[config.mk]
export PLATFORM = sky130hd
export DESIGN_NAME = tdm_slot_collector_flat
export DESIGN_NICKNAME = d
export VERILOG_FILES = /design/src/rtl/tdm_slot_collector_if.sv /design/src/rtl/tdm_slot_collector.sv /design/src/flat_wrapper.sv
export SDC_FILE = /design/constraint.sdc
export NUM_CORES = 1
export LEC_CHECK = 0
export CORE_MARGIN = 3
export CORE_UTILIZATION = 40
export DETAILED_ROUTE_END_ITERATION = 10
export PLACE_DENSITY = 0.59
export SKIP_LAST_GASP = 1
export SYNTH_ARGS = -nofsm -noshare
export SYNTH_HDL_FRONTEND = slang
export SYNTH_SLANG_ARGS = --single-unit
[constraint.sdc]
create_clock -name clk -period 7.82 [get_ports clk]
set_input_delay 1.564 -clock clk [delete_from_list [all_inputs] [get_ports clk]]
set_output_delay 1.564 -clock clk [all_outputs]
set_load 0.02 [all_outputs]
[src/rtl/tdm_slot_collector_if.sv]
// Bundle between the TDM deserialiser, the slot collector and the host read side.
interface tdm_slot_collector_if #(
  parameter int DW  = 8,
  parameter int TSW = 5,
  parameter int CW  = 8
);
  logic [DW-1:0]  pdata;
  logic [TSW-1:0] timeslot;
  logic           par_ok;
  logic           rd_en;
  logic [TSW-1:0] rd_addr;
  logic [DW-1:0]  rd_data;
  logic           rd_err;
  logic           rd_valid;
  logic           locked;
  logic           frame_done;
  logic [CW-1:0]  frame_cnt;
  logic [CW-1:0]  par_err_cnt;
  logic [CW-1:0]  slip_cnt;

  modport master (
    output pdata, timeslot, par_ok, rd_en, rd_addr,
    input  rd_data, rd_err, rd_valid, locked, frame_done,
           frame_cnt, par_err_cnt, slip_cnt
  );

  modport slave (
    input  pdata, timeslot, par_ok, rd_en, rd_addr,
    output rd_data, rd_err, rd_valid, locked, frame_done,
           frame_cnt, par_err_cnt, slip_cnt
  );
endinterface

[src/rtl/tdm_slot_collector.sv]
// Slot-sequence checker and frame buffer behind the TDM deserialiser.
// A byte is captured whenever the timeslot number changes.
module tdm_slot_collector #(
  parameter int DW  = 8,
  parameter int TSW = 5,
  parameter int CW  = 8
) (
  input  logic                 clk,
  input  logic                 reset,
  tdm_slot_collector_if.slave  bus
);
  localparam int NS = 2**TSW;

  typedef enum logic {HUNT, LOCKED} state_t;

  state_t         state;
  logic [TSW-1:0] ts_prev;
  logic [DW-1:0]  mem [NS];
  logic [NS-1:0]  err;

  logic evt, in_seq, wr, slip;

  assign evt    = bus.timeslot != ts_prev;
  assign in_seq = bus.timeslot == TSW'(ts_prev + 1'b1);
  assign slip   = evt && (state == LOCKED) && !in_seq;

  // Slot 0 is always a valid anchor: it locks from HUNT and survives a slip.
  always_comb begin
    wr = 1'b0;
    if (evt) begin
      if (state == HUNT) wr = (bus.timeslot == '0);
      else               wr = in_seq || (bus.timeslot == '0);
    end
  end

  // Frame storage is intentionally not reset.
  always_ff @(posedge clk) begin
    if (wr) mem[bus.timeslot] <= bus.pdata;
  end

  always_ff @(posedge clk or posedge reset) begin
    if (reset) begin
      state           <= HUNT;
      bus.locked      <= 1'b0;
      ts_prev         <= '0;
      err             <= '0;
      bus.frame_done  <= 1'b0;
      bus.frame_cnt   <= '0;
      bus.par_err_cnt <= '0;
      bus.slip_cnt    <= '0;
      bus.rd_valid    <= 1'b0;
      bus.rd_data     <= '0;
      bus.rd_err      <= 1'b0;
    end else begin
      ts_prev        <= bus.timeslot;
      bus.frame_done <= 1'b0;

      case (state)
        HUNT: begin
          if (wr) begin
            state      <= LOCKED;
            bus.locked <= 1'b1;
          end
        end
        LOCKED: begin
          if (slip && bus.timeslot != '0) begin
            state      <= HUNT;
            bus.locked <= 1'b0;
          end
          if (evt && in_seq && bus.timeslot == '1) begin
            bus.frame_done <= 1'b1;
            bus.frame_cnt  <= bus.frame_cnt + 1'b1;
          end
        end
        default: begin
          state      <= HUNT;
          bus.locked <= 1'b0;
        end
      endcase

      if (slip && bus.slip_cnt != '1) bus.slip_cnt <= bus.slip_cnt + 1'b1;

      if (wr) begin
        err[bus.timeslot] <= ~bus.par_ok;
        if (!bus.par_ok && bus.par_err_cnt != '1)
          bus.par_err_cnt <= bus.par_err_cnt + 1'b1;
      end

      // Read-before-write: the nonblocking update of mem/err lands after this sample.
      bus.rd_valid <= bus.rd_en;
      if (bus.rd_en) begin
        bus.rd_data <= mem[bus.rd_addr];
        bus.rd_err  <= err[bus.rd_addr];
      end
    end
  end
endmodule

[src/flat_wrapper.sv]
// flat-port wrapper written by rule: the top's interface ports become plain ports
module tdm_slot_collector_flat 
#(
  parameter int DW  = 8,
  parameter int TSW = 5,
  parameter int CW  = 8
)
  (clk, reset, bus_pdata, bus_timeslot, bus_par_ok, bus_rd_en, bus_rd_addr, bus_rd_data, bus_rd_err, bus_rd_valid, bus_locked, bus_frame_done, bus_frame_cnt, bus_par_err_cnt, bus_slip_cnt);
  tdm_slot_collector_if #(.DW(DW), .TSW(TSW), .CW(CW)) bus_i ();
  input  logic clk;
  input  logic reset;
  input wire logic [$bits(bus_i.pdata)-1:0] bus_pdata;
  input wire logic [$bits(bus_i.timeslot)-1:0] bus_timeslot;
  input wire logic [$bits(bus_i.par_ok)-1:0] bus_par_ok;
  input wire logic [$bits(bus_i.rd_en)-1:0] bus_rd_en;
  input wire logic [$bits(bus_i.rd_addr)-1:0] bus_rd_addr;
  output wire logic [$bits(bus_i.rd_data)-1:0] bus_rd_data;
  output wire logic [$bits(bus_i.rd_err)-1:0] bus_rd_err;
  output wire logic [$bits(bus_i.rd_valid)-1:0] bus_rd_valid;
  output wire logic [$bits(bus_i.locked)-1:0] bus_locked;
  output wire logic [$bits(bus_i.frame_done)-1:0] bus_frame_done;
  output wire logic [$bits(bus_i.frame_cnt)-1:0] bus_frame_cnt;
  output wire logic [$bits(bus_i.par_err_cnt)-1:0] bus_par_err_cnt;
  output wire logic [$bits(bus_i.slip_cnt)-1:0] bus_slip_cnt;
  assign bus_i.pdata = bus_pdata;
  assign bus_i.timeslot = bus_timeslot;
  assign bus_i.par_ok = bus_par_ok;
  assign bus_i.rd_en = bus_rd_en;
  assign bus_i.rd_addr = bus_rd_addr;
  assign bus_rd_data = bus_i.rd_data;
  assign bus_rd_err = bus_i.rd_err;
  assign bus_rd_valid = bus_i.rd_valid;
  assign bus_locked = bus_i.locked;
  assign bus_frame_done = bus_i.frame_done;
  assign bus_frame_cnt = bus_i.frame_cnt;
  assign bus_par_err_cnt = bus_i.par_err_cnt;
  assign bus_slip_cnt = bus_i.slip_cnt;
  tdm_slot_collector #(.DW(DW), .TSW(TSW), .CW(CW)) u_core (.clk(clk), .reset(reset), .bus(bus_i));
endmodule
==> results_dict.tcl <==
set metrics [dict create \
    status "completed" \
    layout.nets 954 \
    first_pass_iters 5 \
    antenna_found_initial 0 \
    synth_edf_count 256 \
    grt_pass1_wl_mm 49.2 \
    fin_crit_ns 5.00 \
    drtIter0Drc 665 \
    placed_cell_area_um2 14500 \
    setup_slack_ns 2.82 \
    r2r_start "u_core.ts_prev[0]" \
    core-area_um2 32900 \
    grt_overflow 0 \
    antenna_cells 0 \
    die_x_um 190 \
    die_h_um 190 \
    synthArstFlopShare_pct 22.4 \
    arrival_ns 5.12 \
    yosysWarnings 0 \
    cts-resized-gates 0 \
    fin_hold_ws_ns 0.473 \
    drive_gt1_share_pct 10.2 \
    vias 7724 \
    stdcell_area_um2 15500 \
    p_leak_uw 0.00565 \
    synth_fp_nets 901 \
    r2r_end "u_core.mem[7][3]" \
    synth.distinct_cells 48 \
    avgSynthCellArea_um2 15.4 \
    max_cap_violations 0 \
    required_ns 7.94 \
    grt_use_met3_pct 2.69 \
    rrSetupSlack_ns 3.96 \
    synth.most_common_cell "edfxtp_1" \
    cts_tree "built" \
    hold_depth 1 \
    met2_usage_pct 30.1 \
    cp-end-kind "register" \
    hold_path_class "reg -> reg" \
    use_met1_pct 25.5 \
    hold_buffers 0 \
    crit_type "in -> reg" \
    synth_top_cells_by_area "edfxtp_1, dfrtp_1, mux2i_1, a22oi_1, a21oi_1" \
    io_buffers 57 \
    power_density_nw_per_um2 249 \
    place_inst 1333 \
    gp_congestion 0.765 \
    synth-seq-cells 330 \
    io_pins 58 \
    via_per_inst 5.54 \
    skew_ns 0.0134 \
    path_clk_slew_ns 0.06 \
    cp_max_fo 17 \
    drc 0 \
    ff2ff_path_depth 6 \
    netlist_instances 875 \
    ys.flop_type "edfxtp_1" \
    areaGrowthSynthToFinish_pct 15.0 \
    ant_nets 0 \
    max_freq_mhz 200 \
    cts_setup_buffers 0 \
    slew_violations 0 \
    whs_endpoint "u_core.bus.frame_cnt[7]" \
    grt_pass1_vias 7868 \
    netlist_area_um2 13500 \
    yosysTopAreaCellShare_pct 56.9 \
    grt_most_used_layer "met2" \
    cts_sinks 330 \
    clk_path_buf_depth 3 \
    grt_usage_pct 18.2 \
    worst_pin_slew_ns 1.08 \
    synth_top_cell_by_area "edfxtp_1" \
    pre_cts_ws_ns 2.27 \
    period_share_pct 63.9 \
    final_hold_viol_count 0 \
    relSlewSlack_pct 27.7 \
    cts_root_buf "clkbuf_16" \
    wire_per_inst_um 23.6 \
    dp_hpwl_mm 19.5 \
    setup_viol 0 \
    ys_seq_area_share_pct 70.6 \
    grt_max_degree 78 \
    start_kind "input port" \
    ir_worst_vdd_uv 249 \
    start_util_pct 41.0 \
    htreeDepth 2 \
    clk-insertion-delay-late_ns 0.50 \
    rows 66 \
    final.setup.tns_ns 0 \
    rsz0062_at_grt "no" \
    numCtsBuffers 35 \
    drt-total-wl_mm 32.9 \
    worstHoldStart "u_core.bus.frame_cnt[7]" \
    instances_no_fill 1394 \
    yosys-top-cells-count "edfxtp_1, mux2i_1, dfrtp_1" \
    dieArea_um2 36000 \
]
[flip-flops by register name, indices dropped and copies added, names as in the netlist]
name and cells:
u_core.bus.frame_done 1, u_core.mem 256, u_core.ts_prev 5, u_core.bus.par_err_cnt 8, u_core.bus.frame_cnt 8, u_core.bus.locked 1
u_core.bus.rd_err 1, u_core.bus.rd_data 8, u_core.state 1, u_core.err 32, u_core.bus.slip_cnt 8, u_core.bus.rd_valid 1
[kinds of logic after synthesis]
logic type / after synthesis / share of synthesized area (%)
AND/OR/NAND/NOR: 117 / 4.79
AO/OA/AOI/OAI: 173 / 8.45
flip-flops: 330 / 70.6
adder cells (fa/ha/maj): 4 / 0.370
multiplexers: 161 / 12.0
XOR/XNOR: 27 / 1.75
buffers and inverters: 63 / 2.02
[area by class of cell]
type	count	area, µm²
clock buffers	44	962
fillers	2848	17400
multi-input cells	482	3710
well taps	442	553
flip-flops and latches	330	9540
inverters	10	38.8
clock inverters	17	110
repair buffers	69	624
[per-layer routing]
metal	routed length (µm)	share of wire, %
met3	1970	6.0
met2	15800	48
met1	14500	44
met5	0	0
met4	648	2.0
[worst max path at each step]
| stage | from | to | slack, ns | cells past startpoint |
|---|---|---|---|---|
| final | bus_timeslot[2] | u_core.mem[7][3] | 2.82 | 6 |
| after global routing | bus_timeslot[2] | u_core.mem[22][6] | 2.53 | 6 |
| after CTS | bus_timeslot[2] | u_core.mem[22][4] | 2.78 | 6 |
| after detailed placement | bus_timeslot[2] | u_core.mem[6][4] | 2.27 | 6 |
| after global placement | bus_timeslot[2] | u_core.mem[22][2] | 2.36 | 6 |
| after floorplan | bus_timeslot[2] | u_core.mem[20][0] | 4.04 | 6 |
[cells in the final DEF (no fill, tap or decap), types with 6 or more instances in the layout]
cell             count
nor3_1               6
xnor2_1             10
nand3_1             12
mux2_2              12
nand2_1             11
nor2_1              37
dfrtp_1             74
o21ai_0             21
inv_1                8
a22oi_1             72
buf_2                8
a21oi_1             43
clkdlybuf4s50_1     48
xor2_1              17
buf_4               12
clkbuf_16           37
mux2i_1            149
nor4_1              12
clkinv_1             8
edfxtp_1           256
clkinv_2             6
clkbuf_1             6
a31oi_1              9
o31ai_1             20
[worst max-delay path, cell delays in order]
cell,delay [ns]
clkdlybuf4s50_1,0.82
nor2b_1,0.10
o31a_1,0.33
a211oi_4,0.48
nand3_1,0.88
nor2_1,0.94
[where the power goes]
group	leakage [µW]	switching, µW	internal [µW]
Combinational	0.00187	208	137
Sequential	0.00325	43.1	1930
Clock	0.000525	648	903
Total	0.00565	899	2970
[through the flow]
step           total power [µW]  utilization, %
3_5_place_dp               2360            43.9
4_1_cts                    3910            47.2
3_3_place_gp               2350            43.9
2_1_floorplan              2200               -
5_1_grt                    4010            47.2
6_report                   3870            47.2
Note: power is estimated with default switching activity, not from simulation.
